===== src/rtl/cpu_pkg.sv =====
// Shared definitions for the 6-phase accumulator CPU (datapath and phase controller).
package cpu_pkg;

  localparam int DATA_W_DEF = 8;
  localparam int ADDR_W_DEF = 5;

  localparam logic [2:0] OP_LDA = 3'b000;
  localparam logic [2:0] OP_STA = 3'b001;
  localparam logic [2:0] OP_ADD = 3'b010;
  localparam logic [2:0] OP_SUB = 3'b011;
  localparam logic [2:0] OP_AND = 3'b100;
  localparam logic [2:0] OP_HLT = 3'b101;

  typedef enum logic [2:0] {
    PH_FETCH  = 3'd0,
    PH_DECODE = 3'd1,
    PH_OPREAD = 3'd2,
    PH_EXEC   = 3'd3,
    PH_WRITE  = 3'd4,
    PH_PC     = 3'd5
  } phase_e;

  // One-hot ALU operation select
  typedef enum logic [3:0] {
    ALU_NONE = 4'b0000,
    ALU_PASS = 4'b0001,
    ALU_ADD  = 4'b0010,
    ALU_SUB  = 4'b0100,
    ALU_AND  = 4'b1000
  } alu_sel_e;

  // Resolve the controller's ALU selects with priority pass > add > sub > and
  function automatic alu_sel_e alu_select(input logic pass, input logic add,
                                          input logic sub, input logic band);
    if (pass)      return ALU_PASS;
    else if (add)  return ALU_ADD;
    else if (sub)  return ALU_SUB;
    else if (band) return ALU_AND;
    else           return ALU_NONE;
  endfunction

endpackage


===== src/rtl/cpu_alu.sv =====
// Combinational ALU: pass / add / subtract / and on the accumulator and operand.
module cpu_alu
  import cpu_pkg::*;
#(
  parameter int W = DATA_W_DEF
) (
  input  logic [W-1:0] a,
  input  logic [W-1:0] b,
  input  alu_sel_e     sel,
  output logic [W-1:0] result,
  output logic         carry_out
);

  logic [W:0] w_sum;
  logic [W:0] w_diff;

  assign w_sum  = {1'b0, a} + {1'b0, b};
  // Top bit of the widened difference is the borrow, i.e. a < b
  assign w_diff = {1'b0, a} - {1'b0, b};

  // Select the operation result; with no select the accumulator value passes through
  always_comb begin
    result    = a;
    carry_out = 1'b0;
    case (sel)
      ALU_PASS: result = b;
      ALU_ADD: begin
        result    = w_sum[W-1:0];
        carry_out = w_sum[W];
      end
      ALU_SUB: begin
        result    = w_diff[W-1:0];
        carry_out = w_diff[W];
      end
      ALU_AND: result = a & b;
      default: result = a;
    endcase
  end

endmodule


===== src/rtl/cpu_datapath.sv =====
// Execution datapath of the 6-phase accumulator CPU: PC, IR, MDR, ACC, flags and memory strobes.
module cpu_datapath
  import cpu_pkg::*;
#(
  parameter int DATA_W = DATA_W_DEF,
  parameter int ADDR_W = ADDR_W_DEF
) (
  input  logic              clock,
  input  logic              reset,
  input  logic              s0,
  input  logic              s1,
  input  logic              s2,
  input  logic              s3,
  input  logic              s4,
  input  logic              s5,
  input  logic              addrsel,
  input  logic              instr_add,
  input  logic              instr_sub,
  input  logic              instr_and,
  input  logic              instr_pass,
  output logic [2:0]        opcode,
  output logic [ADDR_W-1:0] mem_addr,
  input  logic [DATA_W-1:0] mem_rdata,
  output logic              mem_re,
  output logic              mem_we,
  output logic [DATA_W-1:0] mem_wdata,
  output logic [DATA_W-1:0] acc,
  output logic [ADDR_W-1:0] pc,
  output logic              zero,
  output logic              carry,
  output logic              halted
);

  logic [ADDR_W-1:0] r_pc;
  logic [DATA_W-1:0] r_ir;
  logic [DATA_W-1:0] r_mdr;
  logic [DATA_W-1:0] r_acc;
  logic              r_carry;
  logic              r_halted;
  logic [2:0]        r_opcode;

  alu_sel_e          w_alu_sel;
  logic [DATA_W-1:0] w_alu_result;
  logic              w_alu_carry;
  logic              w_exec;
  logic              w_acc_we;
  logic              w_carry_we;

  // The controller leaves stale selects outside phase 3, so they only count with s3
  assign w_alu_sel  = s3 ? alu_select(instr_pass, instr_add, instr_sub, instr_and) : ALU_NONE;
  assign w_exec     = s3 & ~r_halted;
  assign w_acc_we   = w_exec & (w_alu_sel != ALU_NONE);
  assign w_carry_we = w_exec & ((w_alu_sel == ALU_ADD) | (w_alu_sel == ALU_SUB));

  cpu_alu #(.W(DATA_W)) u_alu (
    .a         (r_acc),
    .b         (r_mdr),
    .sel       (w_alu_sel),
    .result    (w_alu_result),
    .carry_out (w_alu_carry)
  );

  // Fetch into IR, decode opcode, and latch the sticky halt on an HLT decode
  always_ff @(posedge clock or posedge reset) begin
    if (reset) begin
      r_ir     <= '0;
      r_opcode <= OP_LDA;
      r_halted <= 1'b0;
    end else begin
      if (s0 && !r_halted) r_ir <= mem_rdata;
      if (s1 && !r_halted) begin
        r_opcode <= r_ir[DATA_W-1 -: 3];
        if (r_ir[DATA_W-1 -: 3] == OP_HLT) r_halted <= 1'b1;
      end
    end
  end

  // Operand read into MDR
  always_ff @(posedge clock or posedge reset) begin
    if (reset)                 r_mdr <= '0;
    else if (s2 && !r_halted)  r_mdr <= mem_rdata;
  end

  // Execute: ACC takes the ALU result; carry only changes on ADD/SUB
  always_ff @(posedge clock or posedge reset) begin
    if (reset) begin
      r_acc   <= '0;
      r_carry <= 1'b0;
    end else begin
      if (w_acc_we)   r_acc   <= w_alu_result;
      if (w_carry_we) r_carry <= w_alu_carry;
    end
  end

  // PC advance, wrapping naturally at the top of the address space
  always_ff @(posedge clock or posedge reset) begin
    if (reset)                 r_pc <= '0;
    else if (s5 && !r_halted)  r_pc <= r_pc + ADDR_W'(1);
  end

  assign mem_addr  = addrsel ? r_ir[ADDR_W-1:0] : r_pc;
  assign mem_re    = (s0 | s2) & ~r_halted & ~reset;
  assign mem_we    = s4 & ~r_halted & ~reset;
  assign mem_wdata = r_acc;

  assign opcode = r_opcode;
  assign acc    = r_acc;
  assign pc     = r_pc;
  assign zero   = (r_acc == '0);
  assign carry  = r_carry;
  assign halted = r_halted;

endmodule


===== config.mk =====
export PLATFORM = sky130hd
export DESIGN_NAME = cpu_datapath
export DESIGN_NICKNAME = d
export VERILOG_FILES = /design/src/rtl/cpu_pkg.sv /design/src/rtl/cpu_alu.sv /design/src/rtl/cpu_datapath.sv
export SDC_FILE = /design/constraint.sdc
export NUM_CORES = 1
export LEC_CHECK = 0
export ABC_AREA = 1
export BUFFER_PORTS_ARGS = -buffer_cell sky130_fd_sc_hd__buf_4
export CAP_MARGIN = 0
export CORE_ASPECT_RATIO = 0.5
export CORE_UTILIZATION = 30
export CTS_BUF_LIST = sky130_fd_sc_hd__clkbuf_8 sky130_fd_sc_hd__clkbuf_16
export DETAILED_ROUTE_END_ITERATION = 10
export GPL_TIMING_DRIVEN = 0
export PLACE_DENSITY = 0.48
export SLEW_MARGIN = 10
export SYNTH_ARGS = -nofsm -noshare
export SYNTH_HDL_FRONTEND = slang
export SYNTH_HIERARCHICAL = 1
export SYNTH_SLANG_ARGS = --single-unit

===== constraint.sdc =====
create_clock -name clock -period 5.8 [get_ports clock]
set_clock_uncertainty 0.2 [all_clocks]
set_input_delay 0.29 -clock clock [delete_from_list [all_inputs] [get_ports clock]]
set_output_delay 0.29 -clock clock [all_outputs]
set_load 0.02 [all_outputs]

**Yosys cells after proc, flatten, opt, wreduce, memory -nomap -nowiden**

Cells that the tools add are included.

- Order comparisons: 0
- Reduce and logical (&&, ||, !) cells: 10
- Muxes and demuxes: 8
- Add/subtract/negate cells: 3
- Equality and inequality tests: 5
- Multipliers: 0
- Bitwise gates (word level): 12
- Shift operators: 0
- Div/mod/pow operators: 0

Operators with widths:

| operator | count |
|---|---|
| 8-bit one-hot mux with 4 select lines | 1 |
| 4-bit 2-to-1 mux | 5 |
| 8-bit by 8-bit adder with 9-bit output | 1 |
| 8-bit by 8-bit subtractor with 9-bit output | 1 |
| 8-bit AND | 1 |
| 8-bit zero test | 1 |
| 4-bit nonzero test | 2 |
| 1-bit AND | 7 |
| 5-bit by 1-bit adder with 5-bit output (second input constant) | 1 |
| 5-bit 2-to-1 mux | 1 |
| 4-bit by 1-bit == test with 1-bit output (second input constant) | 1 |
| 4-bit by 2-bit == test with 1-bit output (second input constant) | 1 |
| 4-bit by 3-bit == test with 1-bit output (second input constant) | 1 |
| 4-bit == test (second input constant) | 1 |
| 1-bit logical AND | 4 |
| 2-bit AND reduction | 2 |
| 3-bit == test (second input constant) | 1 |
| 1-bit NOT | 2 |
| 1-bit bitwise OR | 2 |
| 1-bit one-hot mux with 2 select lines | 1 |
| 1-bit zero test | 1 |

- Input bits: 21
- Register bits: 34
- Logic and storage cells: 45
- Memories: 0
- Memory bits (writable): 0
- Bits in read-only memories: 0
- Latch bits: 0

**Longest topological paths before layout**

Gate-level depths: netlist of run 1.

- Depth in word-level cells: 8
- Gate-level depth with buffers: 15

**Modules after synthesis**

Netlist of run 1, hierarchy kept.

Modules (own cells, without submodules):

| module | times used | area an instance (µm²) | cells an instance | seq. area each (µm²) |
|---|---|---|---|---|
| cpu_datapath | 1 | 1615.3 | 179 | 850.8 |
| cpu_alu | 1 | 1042.2 | 198 | 0.0 |

**Worst setup path after synthesis of run 1**

Ideal clock, no wire load.

- Kind: flip-flop to flip-flop
- Start point: register r_acc[0] (netlist: acc[0])
- End point: register r_carry (netlist: carry)
- Clock period less this slack: 2.100 ns
- Buffers on the path: 0
- Arrival: 1.823 ns
- Path slack: 3.700 ns
- Stages on the path, launching flop included: 16
- Required time: 5.524 ns
- Setup time: 0.076 ns
- Cells stage by stage: dfrtp_1 -> inv_1 -> ha_1 -> inv_1 -> fa_1 -> nand3_1 -> nand2_1 -> nand2_1 -> nand2_1 -> nand2_1 -> nand2_1 -> nand2_1 -> nand2_1 -> nand2_1 -> inv_1 -> o21ai_1

- Word-level cells in the longest chain between the ends: 2

RTL lines:

| item | RTL line | RTL |
|---|---|---|
| from (decl) | cpu_datapath.sv:37 | `logic [DATA_W-1:0] r_acc;` |
| from (signal assigned) | cpu_datapath.sv:90 | `if (w_acc_we) r_acc <= w_alu_result;` |
| 8-bit by 8-bit subtractor with 9-bit output / 8-bit by 8-bit adder with 9-bit output (equally long branches) | cpu_alu.sv:19, cpu_alu.sv:17 |  |
| 1-bit one-hot mux with 2 select lines (*) | cpu_alu.sv:25 | `case (sel)` |
| named net w_alu_carry | cpu_datapath.sv:44 | `logic w_alu_carry;` |
| to (signal assigned) | cpu_datapath.sv:91 | `if (w_carry_we) r_carry <= w_alu_carry;` |
| to (decl) | cpu_datapath.sv:38 | `logic r_carry;` |

The timed path passes the listed nets; every way through them passes the cells marked *.
A chain may end at the register's enable or synchronous reset.

**Final worst setup path of run 1**

Same ends and word-level chain as after synthesis.

==> results.txt, run 1 <==
Clock latency on the worst-skew pair, taken at its later pin, is 0.28 ns. Setup violations remaining at the end of the flow were counted as 0. The min-delay analysis places its worst path in the category in2reg. Of all nets on the critical path, the largest fanout is 7.

Worst-case vdd ir drop: 0.108 mV. In this run the most critical hold path is launched from mem_rdata[2]. The flow ran to the end, and the final reports show no timing, DRC or antenna violations. The run gives 0 as the post-cts resize count. In this run the worst setup path begins at acc[0].

The tools report the non-filler instance count after layout as 550. The final weighted congestion in routability-driven placement was 0.873; the net count reported at finish was 478. Final count of pins violating max slew: 0. Yosys printed 6 warnings. Entering global routing, the biggest net connects 35 pins. The tools report the starting density of the core as 32.1%. The register bit count reported by yosys works out to 34. The slew at the pin with the worst max-slew slack works out to 0.748 ns.

The maximum number of buffers from clock root to sink is 2, and the fraction of synthesized cell area taken by the top area cell type is 32.0%. With fillers left out, the area of the finished cells amounts to 3370 sq um. The height of the chip is 68.6 microns, and the data required time of the critical path is 5.80 ns. The worst setup path is of the reg2reg kind.

The number of different library cells used by synthesis comes to 38. Compared with the post-synthesis result, the final layout area differs by 27.0%. The run gives 32.0% as the proportion of synthesized chip area in sequential cells. The count of inserted antenna diode cells is 0, and the fraction of final layout cells sized beyond drive strength 1 is 23.3%. Once detailed placement completed, the half-perimeter wirelength came to 5.66 mm. After layout, the worst path uses 39.7% of the clock period.

The boundary pin count came out at 55. Timing would allow up to 435 MHz. The initial antenna violation count was 0; the net count of the mapped netlist was 417.

Post-CTS timing repair inserted 0 buffers for setup. STA puts the critical path data arrival time at 2.30 ns. The analysis attributes to cell leakage a power of 0.00191 uW. Source of the worst register-to-register timing path: acc[0]. The share of the synthesized netlist area taken by xor and xnor gates is 1.65%, and the total negative setup slack is 0 ns.

CTS saw 34 sinks. From left edge to right edge, the die measures 135 microns. Before antenna repair, the detailed router went through 5 iterations. Setup repair after global routing left no endpoint under its margin.

The routed design could run at a clock period as short as 2.30 ns. The first routing iteration left 143 violations. After Yosys synthesis, full adders, half adders and majority gates account for 9.51% of the synthesized area. In the layout the commonest cells are nand2_1 (107), buf_4 (62), inv_1 (60).

The critical path endpoint category is a flop. The number of remaining DRC errors was 0; the count of endpoints failing hold in the final timing report was 0. For this design the ratio of total power to cell area is 191 nW/um^2. The first global-routing pass estimated 12.1 mm of wire. In this design, the stage delay of the slowest critical-path cell is 0.44 ns. TritonCTS built the clock tree. Across the run, the number of max-cap violations was 0. After detailed routing, the average wire length per cell comes to 13.1 microns.

Summed over all layers, the global routing overflow is 0. The number of buffers inserted for hold repair after clock tree synthesis came out at 1. Wires add up to 7.23 mm. Counting flops with an async set or reset pin after synthesis yields a share of 100%. STA classifies the critical path startpoint as a flop. The post-synthesis area per instance works out to 7.05 sq um. The root buffer cell is clkbuf_16.

The CTS clock-pin slew for the worst setup and hold paths is 0.05 ns. Via count of the first global-routing pass: 2,422. Critical-path cell with the highest stage delay: dfrtp_1. Clock tree synthesis inserted a total of 5 buffers. Sorting the synthesized cells by area gives the leading types as dfrtp_1 (32%), nand2_1 (15%), inv_1 (8.6%), ha_1 (8.0%), nand3_1 (6.4%). After floorplanning, the core was divided into 23 placement rows. The count of nets left with antenna violations once routing finished came out at 0.

The synthesized design spends more area on one cell type than any other, namely dfrtp_1. The area of the core was 8290 sq um. The tools report the count of vias placed by the detailed router as 2,530. Once placement finished, the instance area stood at 3200 sq um. The library cell appearing most often on the critical path is nand2_1. The commonest non-fill, non-tap cell in the layout is nand2_1.

The share of synthesized cell area in and, or, nand and nor gates is 33.3%. Post-synthesis instance area: 2660 sq um. The synthesized netlist devotes 9.84% of its cell area to compound gates. In this run the register-to-register setup slack is 3.50 ns. Input and output buffers added on the ports amount to 53. The most frequently used flop master after synthesis was dfrtp_1. Multiplexer share of the synthesized area: 0.424%. Global routing consumed, over all layers together, 17.4% of the routing resources. Headroom to the max-slew limit came out at 50.1%. The signal on the critical path passes through inv_1 -> ha_1 -> inv_1 -> fa_1 -> nand3_1 -> nand2_1 -> nand2_1 -> nand2_1 -> nand2_1 -> nand2_1 -> nand2_1 -> nand2_1 -> nand2_1 -> inv_1 -> o21ai_1. After detailed placement, the design holds a cell count of 542.

The number of levels the H-tree was split into was 2; the via density per instance was 4.60. Synthesis produced 377 cells. The area of the die is 9260 sq um. By area, the combinational part of the netlist is dominated by simple AND/OR/NAND/NOR gates. Yosys mapped a number of flops with a built-in enable equal to 0. The logs give 645 uW for the overall power consumption and 40.7% for the final design utilization.
[Yosys cell counts (2+ instances only)]
master	count
a21oi_1	10
buf_4	9
buf_6	2
dfrtp_1	34
fa_1	2
ha_1	17
inv_1	61
inv_2	5
nand2_1	107
nand2_2	10
nand2_4	3
nand3_1	34
nand3_2	3
nand4_1	5
nor2_1	21
nor4_1	2
o2111ai_1	2
o21ai_0	13
o21ai_1	11
o21ai_2	2
o22ai_1	4
xor2_1	4
[critical path: cells and delay by family (launching register included)]
kind                     cells  cell delay (ns)
AO/OA/AOI/OAI                1             0.13
adder cells (fa/ha/maj)      2             0.55
buffers and inverters        3             0.25
flip-flops                   1             0.44
AND/OR/NAND/NOR              9             0.66
[final timing paths]
path | cells after the start | to
max | 15 | carry
min | 3 | r_mdr[2]
max reg2reg | 15 | carry
min reg2reg | 1 | pc[4]
max in group asynchronous | 3 | acc[7]
min in group asynchronous | 3 | pc[3]
[logic make-up after synthesis]
group           Yosys count
xor+xnor                  5
simple gates            192
buf+inv                  80
fa+ha+maj                19
compound gates           46
flops                    34
mux                       1
[flip-flops by register name, summed over array words and instances (netlist names)]
signal  count
acc         8
carry       1
pc          5
opcode      3
r_ir        8
halted      1
r_mdr       8
[metal layers]
metal | share of wire, % | GRT usage, %
met5 | 0 | 0
met4 | 1.4 | 4.92
met3 | 3.5 | 3.00
met2 | 42 | 27.8
met1 | 53 | 24.3
[power breakdown]
part | switching [uW] | leakage, uW | internal [uW]
Sequential | 5.18 | 0.000445 | 240
Clock | 96.2 | 0.0000829 | 212
Combinational | 55.3 | 0.00138 | 36.2
[cell type report]
class | instances | area (sq um)
clock inverter | 1 | 30.0
fill | 877 | 4910
timing repair buffer | 54 | 408
multi-input combinational | 263 | 1460
clock buffer | 6 | 139
buffer | 12 | 93.8
sequential | 34 | 851
tap | 112 | 140
inverter | 68 | 258
[metrics by stage]
step	setup WS (ns)	hold slack, ns
finish	3.50	0.0869
global route	3.27	0.104
CTS	3.48	0.0835
detailed placement	3.51	0.281
global placement	3.51	0.271
floorplan	3.70	0.232
(Power assumes the default switching activity.)
==> run 2: changes to the inputs <==
--- a/config.mk
+++ b/config.mk
@@ -5,7 +5,7 @@
 export SDC_FILE = /design/constraint.sdc
 export NUM_CORES = 1
 export LEC_CHECK = 0
-export ABC_AREA = 1
+export ABC_AREA = 0
 export BUFFER_PORTS_ARGS = -buffer_cell sky130_fd_sc_hd__buf_4
 export CAP_MARGIN = 0
 export CORE_ASPECT_RATIO = 0.5
==> constraint.sdc (replaced) <==
create_clock -name clock -period 2.3 [get_ports clock]
set_clock_uncertainty 0.2 [all_clocks]
set_input_delay 0.115 -clock clock [delete_from_list [all_inputs] [get_ports clock]]
set_output_delay 0.115 -clock clock [all_outputs]
set_load 0.02 [all_outputs]
==> run 2 against run 1 <==
The flow now finishes with violations (setup timing). First-iteration DRC count fell by 4.9%. Synthesized cell count fell by 28%. Critical path depth fell by 8. Critical path type unchanged. Largest cell class unchanged. Largest power group is now combinational cells. Highest routed layer unchanged.
==> results.txt, run 2 <==
TritonCTS built the clock tree. At the pin with the least slew margin, the transition time is 0.758 ns. The most frequently used flop master after synthesis was dfrtp_1.

The startpoint class of the critical path is a flop. STA classifies the critical path endpoint as a flop. In the final layout, the share of cells above drive strength 1 is 48.4%. The power density over the cells works out to 1620 nW/um^2.

Across all layers, the routed design uses 2,475 vias. The final count of pins violating max slew was 0. The share of the cycle needed by the critical path after routing was 116%; the count of endpoints failing hold in the final timing report was 0.

Commonest non-fill, non-tap cell in the layout: buf_4. The logs give 4 for the count of endpoints failing setup in the final report and 23 for the number of rows in the core area. In the post-synthesis netlist, the biggest area contributors are dfrtp_1 (32%), mux2_2 (14%), ha_1 (7.9%), inv_1 (2.8%), xnor2_1 (2.3%). The commonest cells after synthesis are dfrtp_1 (34), mux2_2 (34), inv_1 (20).

The port buffer count was 54; the clock network latency to the later pin of the worst-skew pair was 0.28 ns. A synthesized cell averages 9.80 sq um. After legalization and detailed placement, the total HPWL measured 5.59 mm. The initial antenna violation count was 0; the via density per instance was 5.18. Compared with the post-synthesis result, the final layout area differs by 42.4%. The total negative setup slack is -0.809 ns. Clock tree synthesis selected as its root buffer the cell clkbuf_16.

55 I/O pins were placed. Of all cell types, the one taking the most synthesized area is dfrtp_1. The tool flagged a number of max-cap violations equal to 0.

The type of the worst setup path was reg2reg. The tools report the area of the core as 8320 sq um. The class of the most critical hold timing path was in2reg. For the via count of the first global-routing pass, the log shows 2,471. The mapped netlist covers 2680 sq um. Horizontal die dimension: 136 microns. Height of the chip: 68.8 microns.

The aggregate global routing overflow is 0. Slack of the critical path: -0.371 ns. In the routed design, unresolved DRC markers number 0. Setup repair after global routing could not meet its margin everywhere.

The final reports fail on setup timing. For the net count of the mapped netlist, the log shows 313. For the first-iteration detailed-routing DRC count, the log shows 136. The CTS sink count was 34. The starting density of the core came out at 32.2%. In the layout the commonest cells are buf_4 (82), mux2_2 (32), dfrtp_1 (24). Routability-driven placement finished with a final weighted congestion of 0.844. Yosys mapped a number of flops with a built-in enable equal to 0.

For the maximum number of pins on one net before global-route repair, the log shows 35. The tools report the source of the worst register-to-register timing path as r_mdr[2]. The number of different library cells used by synthesis comes to 59. For the proportion of synthesized chip area in sequential cells, the log shows 31.8%.

The first global-routing pass estimated 12.8 mm of wire. The maximum number of buffers from clock root to sink came out at 2. The tools report the worst-case vdd ir drop as 0.542 mV. The repair_antennas step left the layout with diodes totalling 0.

Global routing consumed, over all layers together, 18.4% of the routing resources. The first detailed-routing pass took 4 iterations. The top cell type by area accounts for 31.8% of the synthesized area. After synthesis the netlist holds a flip-flop and latch count of 34. The flow ran to the end, but the final reports show violations.

Summing all multi-input logic gate instances after layout gives 1770 sq um. The shortest period the worst path allows is 2.67 ns. The tools report the startpoint of the worst hold path as instr_pass.

The run gives 9330 sq um as the area of the die. The leakage power summed over all cells was 0.00160 uW; the post-detailed-route count of antenna-violating nets was 0. The peak clock frequency supported by timing is 374 MHz.

The fill cell instance count of the final layout is 810, and the critical-path maximum fanout is 5. The async set-or-reset flop fraction in the synthesized netlist works out to 100%. The tools report the net count reported at finish as 405. Hold timing on the final database bottoms out at a slack of 0.0437 ns.

The critical path starts at r_mdr[2]. In this run the number of H-tree levels came out at 2. The tools report the remaining max-slew budget at the tightest pin as 49.4%. STA puts the critical path data required time at 2.26 ns. The sequential cells in the finished layout cover a total of 863 sq um.

The overall routed net length was 8.20 mm; the arrival time at the worst endpoint was 2.63 ns. The average wire per cell in the routed design was 17.2 microns. Counting every instance in the synthesized netlist gives 273.

Yosys printed 6 warnings. TritonCTS created 5 clock buffers. The CTS clock-pin slew for the worst setup and hold paths works out to 0.06 ns.
-- run 2: cell count changes after synthesis, sizes merged, moves of 5 or more --
cell / change
nand3: -34
inv: -47
clkbuf: +5
nor2b: +9
nand2b: +7
mux2: +33
nand2: -117
nor3: +7
xnor2: +6
o21ai: -18
nor2: -8
-- run 2: cell type report --
cell class	instances	area share (%)
Sequential cell	34	22.7
Inverter	20	2.10
Buffer	21	3.74
Timing Repair Buffer	85	17.5
Clock inverter	2	0.328
Tap cell	112	3.68
Clock buffer	6	3.65
Multi-Input combinational cell	198	46.3
-- run 2: report_power, final --
part           switching (uW)  internal [uW]
combinational            2120           2100
sequential                347            915
clock                     277            429
total                    2740           3440
-- run 2: worst max-delay path: stages (launching register included) --
cell and delay (ns):
dfrtp_1 0.40, buf_4 0.16, ha_1 0.27, a221o_1 0.33
a211o_1 0.31, or3b_1 0.19, or4b_1 0.42, mux2_2 0.27
-- run 2: kinds of logic (layout without fill, tap and decap cells) --
kind of cell / count (synthesis) / in the layout / synth area share, %
xor+xnor: 8 / 8 / 2.62
fa+ha+maj: 19 / 19 / 9.44
simple gates: 74 / 74 / 17.6
flops: 34 / 34 / 31.8
compound gates: 62 / 62 / 16.4
mux: 35 / 35 / 14.7
buf+inv: 41 / 134 / 7.43
-- run 2: final timing paths --
path	to	slack, ns	depth (start not counted)
worst min-delay path	carry	0.04	3
max in group asynchronous	acc[4]	1.03	3
worst max-delay path	acc[7]	-0.37	7
min in group asynchronous	r_ir[3]	0.34	3
worst max register to register	acc[7]	-0.37	7
worst min register to register	carry	0.31	1
-- run 2: through the flow --
step | util [%] | worst slack (ns) | total power, uW | instance area (sq um) | std cells
after floorplan | - | -0.270 | 3480 | 2700 | 273
after global placement | 39.0 | -0.487 | 4500 | 3240 | 439
after detailed placement | 39.0 | -0.491 | 4530 | 3240 | 439
after CTS | 43.8 | -0.373 | 5610 | 3640 | 470
after global routing | 45.8 | -0.460 | 6620 | 3810 | 478
final | 45.8 | -0.371 | 6190 | 3810 | 478
-- run 2: routing by layer --
layer	vias to the layer above	global-route usage, %	wire, microns
met3	10	4.09	505
met5	-	0	0
met1	1198	25.5	4060
li1	1192	-	-
met2	75	28.8	3500
met4	0	4.92	136
-- run 2: repair_timing --
action,4_1_cts,5_1_grt
endpoints found under the setup margin,8,8
hold buffers,10,0
endpoints found under the hold margin,51,0
setup buffers,13,8
resized for setup,15,34
pin swaps,2,16
==> run 3: changes to the inputs <==
--- a/config.mk
+++ b/config.mk
@@ -8,12 +8,14 @@
 export ABC_AREA = 0
 export BUFFER_PORTS_ARGS = -buffer_cell sky130_fd_sc_hd__buf_4
 export CAP_MARGIN = 0
+export CELL_PAD_IN_SITES_DETAIL_PLACEMENT = 1
+export CELL_PAD_IN_SITES_GLOBAL_PLACEMENT = 1
 export CORE_ASPECT_RATIO = 0.5
 export CORE_UTILIZATION = 30
 export CTS_BUF_LIST = sky130_fd_sc_hd__clkbuf_8 sky130_fd_sc_hd__clkbuf_16
 export DETAILED_ROUTE_END_ITERATION = 10
 export GPL_TIMING_DRIVEN = 0
-export PLACE_DENSITY = 0.48
+export PLACE_DENSITY = 0.59
 export SLEW_MARGIN = 10
 export SYNTH_ARGS = -nofsm -noshare
 export SYNTH_HDL_FRONTEND = slang
==> run 3 against run 2 <==
The run still ends with setup timing left. Maximum frequency increased by 0.74%. Critical path depth stayed put. Sequential power is essentially flat. Non-clock buffer count down 1. Design area rose by 0.20%. First-iteration DRC count down 38%. Critical path type unchanged. Largest cell class unchanged.
==> results.txt, run 3 (same netlist as run 2, synthesis figures left out) <==
The run finished, with violations left. The checks that failed: setup timing. In this design, the stage delay of the slowest critical-path cell is 0.46 ns. Total number of cells along the worst setup path: 7. Data on the critical path arrives at its endpoint at 2.61 ns. Leakage power summed over all cells: 0.00161 uW. The count of cells in the finished layout, fillers not included, comes to 477. The run gives 55 as the boundary pin count.

In the layout the commonest cells are buf_4 (83), mux2_2 (30), dfrtp_1 (24). The internal power of the cells is 3450 uW, and the number of levels the H-tree was split into is 2. The tools report the critical path launch point as r_mdr[2]. The analysis attributes to net switching a power of 2720 uW. For the clock network latency to the later pin of the worst-skew pair, the log shows 0.28 ns. The first-iteration detailed-routing DRC count is 84, and the remaining max-slew budget at the tightest pin is 47.9%. Setup repair after global routing could not meet its margin everywhere.

Root buffer cell: clkbuf_16. The area taken by flip-flops and latches came out at 863 sq um. IR analysis of the VDD net gives a maximum drop of 0.610 mV.

Count of endpoints failing hold in the final timing report: 0. The critical path endpoint category is a flop. The type of the worst setup path is reg2reg. The count of max-cap constraint violations was 0; the data required time of the critical path was 2.26 ns. Initial antenna violation count: 0. The clock network is responsible for 11.2% of the overall power. The run gives 6160 uW as the overall power consumption. The die covers 9330 sq um.

The overall routed net length came out at 8.67 mm. TritonCTS built the clock tree. Along the worst hold path, the cell count comes to 3. The fraction of final layout cells sized beyond drive strength 1 is 48.2%, and the first-pass GRT wire length is 13.6 mm. Of the total power, registers draw 20.6%.

The commonest non-fill, non-tap cell in the layout is buf_4. 0 antenna diodes ended up in the layout. Entering global routing, the biggest net connects 35 pins. Relative to the synthesized area, the layout overhead comes to 42.6%. In the finished design, the share of the clock period the worst path needs comes to 115%. The longest clock path from root to sink contains 2 buffers. Fill cells in the final layout number 944. The slew at the pin with the worst max-slew slack is 0.780 ns. The kind of cell with the highest combined delay along the critical path is compound AO/OA/AOI/OAI gates. Global routing used 19.3% of the available tracks.

The number of clock buffers added by TritonCTS is 5. The startpoint identified for the worst register-to-register timing path is r_mdr[2]. The startpoint of the worst hold path is instr_pass. The final design utilization is 45.9%. Across all layers, the routed design uses 2,468 vias. Shortest period the worst path allows: 2.65 ns. The number of buffer and inverter stages on the critical path was 1; the post-detailed-route count of antenna-violating nets was 0. Dividing total power by cell area gives a power density of 1610 nW/um^2. In this run the worst path has a maximum fanout of 5. For the via count of the first global-routing pass, the log shows 2,497. The CTS sink count is 34, and the height of the chip is 68.8 microns.

The final weighted congestion in routability-driven placement came out at 0.849. Setup violations remaining at the end of the flow were counted as 4. The tools report the post-place setup slack as -0.522 ns. The average wire per cell in the routed design came out at 18.2 microns. The multi-input combinational cells in the finished layout cover a total of 1790 sq um. For the first-pass detailed-route iteration total, the log shows 4.

The tools report the share of power burned in combinational logic as 68.2%. After clock tree synthesis, the clock-pin slew on the worst setup and hold paths is 0.06 ns. The critical-path cell with the highest stage delay is or4b_4.

The path class of the tightest hold or removal check is in2reg. The detailed-placement wirelength estimate is 6.08 mm. During placement, the flow inserted port buffers numbering 54. The final layout contains 404 nets. The tools report the number of rows in the core area as 23. The area of the core was 8320 sq um; the number of placed instances with taps included was 439.

The run gives 32.2% as the starting density of the core. STA classifies the critical path startpoint as a flop. The number of remaining DRC errors was 0; the horizontal die dimension was 136 microns. The peak clock frequency supported by timing is 377 MHz, and the aggregate global routing overflow is 0. For the final count of pins violating max slew, the log shows 0.

In the routed layout, each cell is associated on average with a via count of 5.17. For the worst flop-to-flop path, the logic depth is 7. In this run switching power makes up 44.0% of total power.

Traced cell by cell, the critical path runs through buf_4 -> ha_1 -> a221o_1 -> a211o_1 -> or3b_1 -> or4b_4 -> mux2_4. For the slack of the critical path, the log shows -0.352 ns.
-- run 3: per-layer routing --
metal | part of all wire (%) | track usage (%) | up-vias
met4 | 0.58 | 2.53 | 0
met3 | 2.4 | 2.49 | 6
li1 | - | - | 1180
met5 | 0 | 0 | -
met2 | 42 | 30.5 | 49
met1 | 55 | 28.5 | 1233
-- run 3: metrics by stage --
step | hold WS [ns] | setup TNS, ns | instance area (sq um)
after floorplan | 0.0563 | -0.353 | 2700
after global placement | 0.160 | -2.30 | 3240
after detailed placement | 0.140 | -2.75 | 3240
after CTS | 0.0513 | -1.09 | 3650
after global routing | 0.0556 | -1.29 | 3820
final | 0.0329 | -0.893 | 3820
-- run 3: power groups by stage --
stage / logic [uW] / clock network [uW] / registers, uW
global route: 4520 / 737 / 1320
floorplan: 2110 / 0 / 1360
CTS: 3750 / 705 / 1270
finish: 4200 / 692 / 1270
detailed placement: 3250 / 0 / 1320
global placement: 3180 / 0 / 1300
-- run 3: worst paths after layout --
check	to	slack, ns
worst min-delay path	carry	0.03
max in group asynchronous	r_mdr[3]	0.98
worst min register to register	pc[4]	0.31
worst max register to register	acc[7]	-0.35
min in group asynchronous	opcode[1]	0.37
worst max-delay path	acc[7]	-0.35
-- run 3: worst min-delay path, delay by kind of cell --
family        cells  cell delay (ns)
mux               1             0.19
buf+inv           1             0.11
simple gates      1             0.06
-- run 3: area by class of cell --
type / count / share of cell area [%]
tap: 112 / 3.67
inverter: 20 / 1.97
clock buffer: 6 / 3.64
clock inverter: 2 / 0.229
multi-input combinational: 198 / 47.0
buffer: 20 / 3.54
sequential: 34 / 22.6
timing repair buffer: 85 / 17.4
-- run 3: repair_timing --
item | 4_1_cts | 5_1_grt
hold buffers | 10 | 0
buffers inserted | 12 | 10
setup endpoints to repair | 8 | 7
gates resized for setup | 21 | 28
endpoints found under the hold margin | 51 | 0
pin swaps | 4 | 14
